--- src/rtl/bcd_rtc_clock_pkg.sv ---
// Shared BCD constants and helpers for the hh:mm:ss clock.
// Hour conversion helpers keep 12h and 24h forms interchangeable.
package rtc_pkg;

  localparam logic [7:0] BCD_00 = 8'h00;
  localparam logic [7:0] BCD_01 = 8'h01;
  localparam logic [7:0] BCD_11 = 8'h11;
  localparam logic [7:0] BCD_12 = 8'h12;
  localparam logic [7:0] BCD_23 = 8'h23;
  localparam logic [7:0] BCD_59 = 8'h59;

  typedef struct packed {
    logic       pm;
    logic [7:0] hh;
  } hour_t;

  function automatic logic [6:0] bcd2bin(
    input logic [7:0] v
  );
    return {3'b0, v[7:4]} * 7'd10
         + {3'b0, v[3:0]};
  endfunction

  function automatic logic [7:0] bin2bcd(
    input logic [6:0] b
  );
    logic [6:0] t;
    logic [6:0] u;
    t = b / 7'd10;
    u = b % 7'd10;
    return 8'({t, 4'h0} | {4'h0, u});
  endfunction

  function automatic logic [7:0] bcd_inc_wrap(
    input logic [7:0] val,
    input logic [7:0] max
  );
    if (val == max)
      return BCD_00;
    if (val[3:0] == 4'd9)
      return {val[7:4] + 4'd1, 4'h0};
    return {val[7:4], val[3:0] + 4'd1};
  endfunction

  function automatic logic bcd_valid(
    input logic [7:0] val,
    input logic [7:0] max
  );
    return (val[7:4] <= 4'd9)
        && (val[3:0] <= 4'd9)
        && (val <= max);
  endfunction

  function automatic logic [7:0] hr12_to_24(
    input logic [7:0] hh,
    input logic       pm
  );
    if (hh == BCD_12)
      return pm ? BCD_12 : BCD_00;
    if (pm)
      return bin2bcd(bcd2bin(hh) + 7'd12);
    return hh;
  endfunction

  function automatic hour_t hr24_to_12(
    input logic [7:0] hh
  );
    hour_t      r;
    logic [6:0] b;
    logic [6:0] h;
    b    = bcd2bin(hh);
    r.pm = (b >= 7'd12);
    h    = r.pm ? b - 7'd12 : b;
    if (h == 7'd0)
      h = 7'd12;
    r.hh = bin2bcd(h);
    return r;
  endfunction

endpackage

--- src/rtl/bcd_rtc_clock_if.sv ---
// Control/time bundle between the host side and the RTC.
// master drives controls, slave returns the registered time.
interface bcd_rtc_clock_if;

  logic       ena;
  logic       mode24;
  logic       load;
  logic [7:0] load_hh;
  logic [7:0] load_mm;
  logic [7:0] load_ss;
  logic       load_pm;
  logic [7:0] alarm_hh;
  logic [7:0] alarm_mm;
  logic       alarm_pm;
  logic       alarm_clr;
  logic [7:0] hh;
  logic [7:0] mm;
  logic [7:0] ss;
  logic       pm;
  logic       sec_tick;
  logic       alarm_flag;
  logic       load_err;

  modport master (
    output ena, mode24, load,
    output load_hh, load_mm, load_ss,
    output load_pm,
    output alarm_hh, alarm_mm,
    output alarm_pm, alarm_clr,
    input  hh, mm, ss, pm,
    input  sec_tick, alarm_flag,
    input  load_err
  );

  modport slave (
    input  ena, mode24, load,
    input  load_hh, load_mm, load_ss,
    input  load_pm,
    input  alarm_hh, alarm_mm,
    input  alarm_pm, alarm_clr,
    output hh, mm, ss, pm,
    output sec_tick, alarm_flag,
    output load_err
  );

endinterface

--- src/rtl/bcd_mod60_cnt.sv ---
// 8-bit BCD counter 00..59 with load and wrap carry.
// nxt exposes the value the counter takes at the next edge.
module bcd_mod60_cnt
  import rtc_pkg::*;
(
  input  logic       clk,
  input  logic       reset,
  input  logic       inc,
  input  logic       load,
  input  logic [7:0] load_val,
  output logic [7:0] q,
  output logic [7:0] nxt,
  output logic       carry_out
);

  logic [7:0] cnt_q;
  logic [7:0] cnt_d;

  always_comb begin
    cnt_d     = cnt_q;
    carry_out = 1'b0;
    if (load) begin
      cnt_d = load_val;
    end else if (inc) begin
      cnt_d     = bcd_inc_wrap(cnt_q, BCD_59);
      carry_out = (cnt_q == BCD_59);
    end
  end

  always_ff @(posedge clk) begin
    if (reset)
      cnt_q <= BCD_00;
    else
      cnt_q <= cnt_d;
  end

  assign q   = cnt_q;
  assign nxt = cnt_d;

endmodule

--- src/rtl/bcd_rtc_clock.sv ---
// BCD hh:mm:ss clock with ena prescaler, 12h/24h mode,
// validated time load and minute-resolution alarm.
module bcd_rtc_clock
  import rtc_pkg::*;
#(
  parameter int TICK_DIV = 1,
  parameter bit ALARM_EN = 1'b1
) (
  input logic            clk,
  input logic            reset,
  bcd_rtc_clock_if.slave bus
);

  localparam int PW =
    (TICK_DIV > 1) ? $clog2(TICK_DIV) : 1;
  localparam logic [PW-1:0] PRE_MAX =
    PW'(TICK_DIV - 1);

  logic [PW-1:0] pre_q, pre_d;
  logic [7:0]    hh_q, hh_d, hh_t;
  logic          pm_q, pm_d, pm_t;
  logic          mode_q, mode_d;
  logic          act_q, act_d;
  logic          tick_q, tick_d;
  logic          err_q, err_d;
  logic          alm_q, alm_d;

  logic          tick;
  logic          hh_ok;
  logic          load_ok;
  logic          adv;
  logic          ss_carry;
  logic          mm_carry;
  logic          alarm_hit;
  logic [7:0]    ss_q, ss_nxt;
  logic [7:0]    mm_q, mm_nxt;
  hour_t         h12;

  always_comb begin
    pre_d = pre_q;
    tick  = 1'b0;
    if (bus.ena) begin
      if (pre_q == PRE_MAX) begin
        pre_d = '0;
        tick  = 1'b1;
      end else begin
        pre_d = pre_q + PW'(1);
      end
    end
    if (load_ok)
      pre_d = '0;
  end

  // hour range depends on the format the registers hold now
  always_comb begin
    hh_ok = act_q
      ? bcd_valid(bus.load_hh, BCD_23)
      : bcd_valid(bus.load_hh, BCD_12)
        && (bus.load_hh != BCD_00);
    load_ok = bus.load && hh_ok
      && bcd_valid(bus.load_mm, BCD_59)
      && bcd_valid(bus.load_ss, BCD_59);
    adv = tick && !load_ok;
  end

  bcd_mod60_cnt u_ss (
    .clk       (clk),
    .reset     (reset),
    .inc       (adv),
    .load      (load_ok),
    .load_val  (bus.load_ss),
    .q         (ss_q),
    .nxt       (ss_nxt),
    .carry_out (ss_carry)
  );

  bcd_mod60_cnt u_mm (
    .clk       (clk),
    .reset     (reset),
    .inc       (ss_carry),
    .load      (load_ok),
    .load_val  (bus.load_mm),
    .q         (mm_q),
    .nxt       (mm_nxt),
    .carry_out (mm_carry)
  );

  always_comb begin
    hh_t = hh_q;
    pm_t = pm_q;
    unique case (1'b1)
      load_ok: begin
        hh_t = bus.load_hh;
        pm_t = act_q ? (bus.load_hh >= BCD_12)
                     : bus.load_pm;
      end
      mm_carry && act_q: begin
        hh_t = bcd_inc_wrap(hh_q, BCD_23);
        pm_t = (hh_t >= BCD_12);
      end
      mm_carry && !act_q: begin
        hh_t = (hh_q == BCD_12)
          ? BCD_01
          : bcd_inc_wrap(hh_q, BCD_12);
        pm_t = pm_q ^ (hh_q == BCD_11);
      end
      default: ;
    endcase
  end

  // conversion acts on the already advanced hour
  always_comb begin
    mode_d = bus.mode24;
    act_d  = act_q;
    hh_d   = hh_t;
    pm_d   = pm_t;
    h12    = hr24_to_12(hh_t);
    if (mode_q != act_q) begin
      act_d = mode_q;
      if (mode_q) begin
        hh_d = hr12_to_24(hh_t, pm_t);
      end else begin
        hh_d = h12.hh;
        pm_d = h12.pm;
      end
    end
  end

  always_comb begin
    alarm_hit = ALARM_EN && adv
      && (ss_nxt == BCD_00)
      && (mm_nxt == bus.alarm_mm)
      && (hh_t == bus.alarm_hh)
      && (act_q || (pm_t == bus.alarm_pm));
    alm_d = alm_q;
    if (alarm_hit)
      alm_d = 1'b1;
    else if (bus.alarm_clr)
      alm_d = 1'b0;
    tick_d = adv;
    err_d  = bus.load && !load_ok;
  end

  always_ff @(posedge clk) begin
    if (reset) begin
      pre_q  <= '0;
      hh_q   <= bus.mode24 ? BCD_00 : BCD_12;
      pm_q   <= 1'b0;
      mode_q <= bus.mode24;
      act_q  <= bus.mode24;
      tick_q <= 1'b0;
      err_q  <= 1'b0;
      alm_q  <= 1'b0;
    end else begin
      pre_q  <= pre_d;
      hh_q   <= hh_d;
      pm_q   <= pm_d;
      mode_q <= mode_d;
      act_q  <= act_d;
      tick_q <= tick_d;
      err_q  <= err_d;
      alm_q  <= alm_d;
    end
  end

  assign bus.hh         = hh_q;
  assign bus.mm         = mm_q;
  assign bus.ss         = ss_q;
  assign bus.pm         = pm_q;
  assign bus.sec_tick   = tick_q;
  assign bus.alarm_flag = alm_q;
  assign bus.load_err   = err_q;

endmodule
--- src/flat_wrapper.sv ---
// flat-port wrapper written by rule: the top's interface ports become plain ports
module bcd_rtc_clock_flat import rtc_pkg::*;
#(
  parameter int TICK_DIV = 1,
  parameter bit ALARM_EN = 1'b1
)
  (clk, reset, bus_ena, bus_mode24, bus_load, bus_load_hh, bus_load_mm, bus_load_ss, bus_load_pm, bus_alarm_hh, bus_alarm_mm, bus_alarm_pm, bus_alarm_clr, bus_hh, bus_mm, bus_ss, bus_pm, bus_sec_tick, bus_alarm_flag, bus_load_err);
  bcd_rtc_clock_if bus_i ();
  input logic clk;
  input logic reset;
  input wire logic [$bits(bus_i.ena)-1:0] bus_ena;
  input wire logic [$bits(bus_i.mode24)-1:0] bus_mode24;
  input wire logic [$bits(bus_i.load)-1:0] bus_load;
  input wire logic [$bits(bus_i.load_hh)-1:0] bus_load_hh;
  input wire logic [$bits(bus_i.load_mm)-1:0] bus_load_mm;
  input wire logic [$bits(bus_i.load_ss)-1:0] bus_load_ss;
  input wire logic [$bits(bus_i.load_pm)-1:0] bus_load_pm;
  input wire logic [$bits(bus_i.alarm_hh)-1:0] bus_alarm_hh;
  input wire logic [$bits(bus_i.alarm_mm)-1:0] bus_alarm_mm;
  input wire logic [$bits(bus_i.alarm_pm)-1:0] bus_alarm_pm;
  input wire logic [$bits(bus_i.alarm_clr)-1:0] bus_alarm_clr;
  output wire logic [$bits(bus_i.hh)-1:0] bus_hh;
  output wire logic [$bits(bus_i.mm)-1:0] bus_mm;
  output wire logic [$bits(bus_i.ss)-1:0] bus_ss;
  output wire logic [$bits(bus_i.pm)-1:0] bus_pm;
  output wire logic [$bits(bus_i.sec_tick)-1:0] bus_sec_tick;
  output wire logic [$bits(bus_i.alarm_flag)-1:0] bus_alarm_flag;
  output wire logic [$bits(bus_i.load_err)-1:0] bus_load_err;
  assign bus_i.ena = bus_ena;
  assign bus_i.mode24 = bus_mode24;
  assign bus_i.load = bus_load;
  assign bus_i.load_hh = bus_load_hh;
  assign bus_i.load_mm = bus_load_mm;
  assign bus_i.load_ss = bus_load_ss;
  assign bus_i.load_pm = bus_load_pm;
  assign bus_i.alarm_hh = bus_alarm_hh;
  assign bus_i.alarm_mm = bus_alarm_mm;
  assign bus_i.alarm_pm = bus_alarm_pm;
  assign bus_i.alarm_clr = bus_alarm_clr;
  assign bus_hh = bus_i.hh;
  assign bus_mm = bus_i.mm;
  assign bus_ss = bus_i.ss;
  assign bus_pm = bus_i.pm;
  assign bus_sec_tick = bus_i.sec_tick;
  assign bus_alarm_flag = bus_i.alarm_flag;
  assign bus_load_err = bus_i.load_err;
  bcd_rtc_clock #(.TICK_DIV(TICK_DIV), .ALARM_EN(ALARM_EN)) u_core (.clk(clk), .reset(reset), .bus(bus_i));
endmodule
--- config.mk ---
export PLATFORM = sky130hd
export DESIGN_NAME = bcd_rtc_clock_flat
export DESIGN_NICKNAME = d
export VERILOG_FILES = /design/src/rtl/bcd_rtc_clock_pkg.sv /design/src/rtl/bcd_rtc_clock_if.sv /design/src/rtl/bcd_mod60_cnt.sv /design/src/rtl/bcd_rtc_clock.sv /design/src/flat_wrapper.sv
export SDC_FILE = /design/constraint.sdc
export NUM_CORES = 1
export LEC_CHECK = 0
export CAP_MARGIN = 40
export CORE_AREA = 2 2 125 78
export CTS_CLUSTER_SIZE = 14
export DETAILED_ROUTE_END_ITERATION = 16
export DIE_AREA = 0 0 127 80
export PLACE_DENSITY_LB_ADDON = 0.3
export SLEW_MARGIN = 20
export SYNTH_ARGS = -nofsm -noshare
export SYNTH_HDL_FRONTEND = slang
export SYNTH_SLANG_ARGS = --single-unit
--- constraint.sdc ---
create_clock -name clk -period 30.9 [get_ports clk]
set_input_delay 7.725 -clock clk [delete_from_list [all_inputs] [get_ports clk]]
set_output_delay 7.725 -clock clk [all_outputs]
set_load 0.02 [all_outputs]
==> run_results.csv <==
group,metric,value,unit
outcome,status,"finished clean",
clock_network,clk_pin_slew,0.06,ns
final_layout,fillers,775,
floorplanning,pin_count,76,
yosys,synth_edf_count,1,
clock_network,cts_buffer_depth,2,
clock_network,clockRootBuffer,"clkbuf_16",
floorplanning,start_util,52.3,%
job,cap_violations,0,
clock_network,ctsHoldBuffers,0,
global_routing,grt_use_total,30.3,%
yosys,synthTopCellsByArea,"dfxtp_1 (12%), ha_1 (8.0%), xnor2_1 (6.3%)",
drt,wl_per_cell,19.2,um
floorplanning,die_h,80,um
final_layout,final_nets,780,
floorplanning,dieArea,10200,um^2
placed_design,place_congestion,0.981,
clock_network,postCtsSetupBuffers,0,
clock_network,insertion_delay,0.29,ns
yosys,synthFlopType,"dfxtp_1",
yosys,async_flop_share,0,%
yosys,synth_area_leader_cell,"dfxtp_1",
timing,fmax,56.1,MHz
min_path,worstHoldPathType,"register to register",
floorplanning,fp.dieW,127,um
min_path,whs_path_depth,2,
setup_path,worstSetupPathType,"input pin to register",
yosys,synth_seq_cells,30,
timing,hold_violations,0,
placed_design,io_buffers,75,
setup_path,ff2ff_setup_slack,20.06,ns
global_routing,grt_pass1_wl,24600,um
final_layout,fin_area,5680,um^2
drt,initialDrtViolationCount,673,
timing,fin_skew,0.00916,ns
yosys,yosysWarnings,0,
setup_path,cp_common_cell,"ha_1",
setup_path,critPathBufInv,6,
timing,relSlewSlack,45.0,%
drt,viasPerCell,6.57,
yosys,syn_area_per_cell,7.33,um^2
setup_path,cp.arrival,18.03,ns
clock_network,ctsResizeCount,0,
placed_design,dp_hpwl,12300,um
global_routing,grt_overflow,0,
yosys,syn_nets,721,
setup_path,crit_fanout,13,
final_layout,antenna_cells,0,
timing,period_needed,17.84,ns
yosys,synthDistinctLibCells,95,
timing,finalSetupViolations,0,
clock_network,cts_inserted_buffers,5,
floorplanning,rows,27,
final_layout,final_util,63.2,%
timing,finalMaxSlewViolations,0,
drt,dr.pass1.iters,5,
setup_path,cpPeakStageDelay,0.74,ns
drt,ant_nets,0,
final_layout,syn_to_final_growth,20.8,%
clock_network,cts_tree,"built",
global_routing,grt_max_degree,35,
timing,setup_slack,13.06,ns
timing,timing.setup.tns,0,ns
drt,wl,15700,um
setup_path,end_kind,"register",
setup_path,start_kind,"input pin",
final_layout,drive_above_1_share,7.28,%
setup_path,worstPathRequired,31.10,ns
setup_path,r2r.worst_path.cells,42,
global_routing,antenna_found_initial,0,
yosys,synth_cells,641,
timing,final.period_utilization,57.7,%
setup_path,crit_path_top_delay_cell,"a211oi_2",
setup_path,crit_family,"compound AO/OA/AOI/OAI gates",
clock_network,htree_levels,2,
setup_path,crit_cells,43,
yosys,syn_area,4700,um^2
floorplanning,fp.coreArea,8990,um^2
yosys,synth_top_area_share,12.4,%
drt,drc,0,
placed_design,placed_cell_area,5510,um^2
drt,vias,5366,
placed_design,pre_cts_ws,12.91,ns
yosys,yosysSeqAreaShare,13.0,%
clock_network,cts_sinks,30,
global_routing,grt_pass1_vias,4687,
timing,rsz0062_at_grt,"no",
timing,worst_pin_slew,0.823,ns
-- final cells by class --
class                      count  area, um^2  share of cell area (%)
multi-input combinational    545        3830                    67.5
timing repair buffer          81         801                    14.1
clock buffer                   7         143                    2.51
clock inverter                 1        5.00                  0.0882
sequential                    30         611                    10.8
tap                          116         145                    2.56
inverter                      37         139                    2.45
-- logic make-up (layout without fill, tap and decap cells) --
kind of cell / after synthesis / in the layout / synth area share (%)
mux: 12 / 12 / 2.88
buf+inv: 66 / 126 / 5.54
flops: 30 / 30 / 13.0
fa+ha+maj: 34 / 34 / 9.27
compound gates: 209 / 209 / 33.5
simple gates: 247 / 247 / 27.4
xor+xnor: 43 / 43 / 8.47
-- state kept, by name, indices dropped and copies added (netlist names) --
name,count
u_core.act_q,1
u_core.bus.alarm_flag,1
u_core.bus.hh,8
u_core.bus.load_err,1
u_core.bus.pm,1
u_core.bus.sec_tick,1
u_core.mode_q,1
u_core.u_mm.q,8
u_core.u_ss.q,8
-- worst paths after layout --
check	startpoint	endpoint
worst max-delay path	bus_load	u_core.bus.hh[2]$_SDFF_PP0_
worst min register to register	u_core.bus.alarm_flag$_SDFFE_PP0P_	u_core.bus.alarm_flag$_SDFFE_PP0P_
worst min-delay path	u_core.bus.alarm_flag$_SDFFE_PP0P_	u_core.bus.alarm_flag$_SDFFE_PP0P_
worst max register to register	u_core.act_q$_DFFE_PP_	u_core.bus.hh[2]$_SDFF_PP0_
-- worst reg2reg max path, delay by kind of cell, from the launching register on --
family                     cells  cell delay, ns
adders and majority gates      7            2.12
muxes                          1            0.33
and+or+nand+nor                6            0.94
xor gates and xnor gates       3            0.79
AOI/OAI and AO/OA             19            4.75
buffers and inverters          6            0.94
DFF                            1            0.88
-- cells in the mapped netlist, types with 7 or more instances --
library cell,instances
inv_1,36
nor3_1,22
nand2_1,53
and2_1,8
nand4_1,10
a21o_1,9
a31oi_1,7
xor2_1,7
dfxtp_1,29
nand3_1,22
clkbuf_1,23
ha_1,30
nor2b_1,9
a211oi_1,14
o21ai_1,7
xnor2_1,34
a21oi_1,28
o211ai_1,12
o21ai_0,38
nand2b_1,9
nor2_1,64
-- placed cells by master (no fill, tap or decap), types with 6 or more instances in the layout --
cell / n
clkdlybuf4s50_1: 75
nor2_1: 64
nand2_1: 53
o21ai_0: 38
inv_1: 36
xnor2_1: 34
ha_1: 30
dfxtp_1: 29
a21oi_1: 28
nand3_1: 22
nor3_1: 22
a211oi_1: 13
o211ai_1: 12
nand4_1: 10
nor2b_1: 9
nand2b_1: 9
a21o_1: 9
and2_1: 8
o21ai_1: 7
a31oi_1: 7
xor2_1: 7
nor4_1: 6
or3_1: 6
o21a_1: 6
a22oi_1: 6
o31ai_1: 6
-- metal layers --
layer	track usage [%]	routed length (um)	vias up
li1	-	-	2513
met1	46.0	7310	2496
met2	41.8	6210	326
met3	8.91	1980	31
met4	5.71	191	0
met5	0	0	-
-- through the flow --
stage / hold slack, ns / std cells
CTS: 0.470 / 815
global placement: 0.455 / 807
finish: 0.465 / 817
global route: 0.479 / 817
floorplan: 0.543 / 641
detailed placement: 0.461 / 807
Power is left out: the tool's default activity adds up to more than one toggle a clock period on the data nets, which glitch-free logic cannot reach.
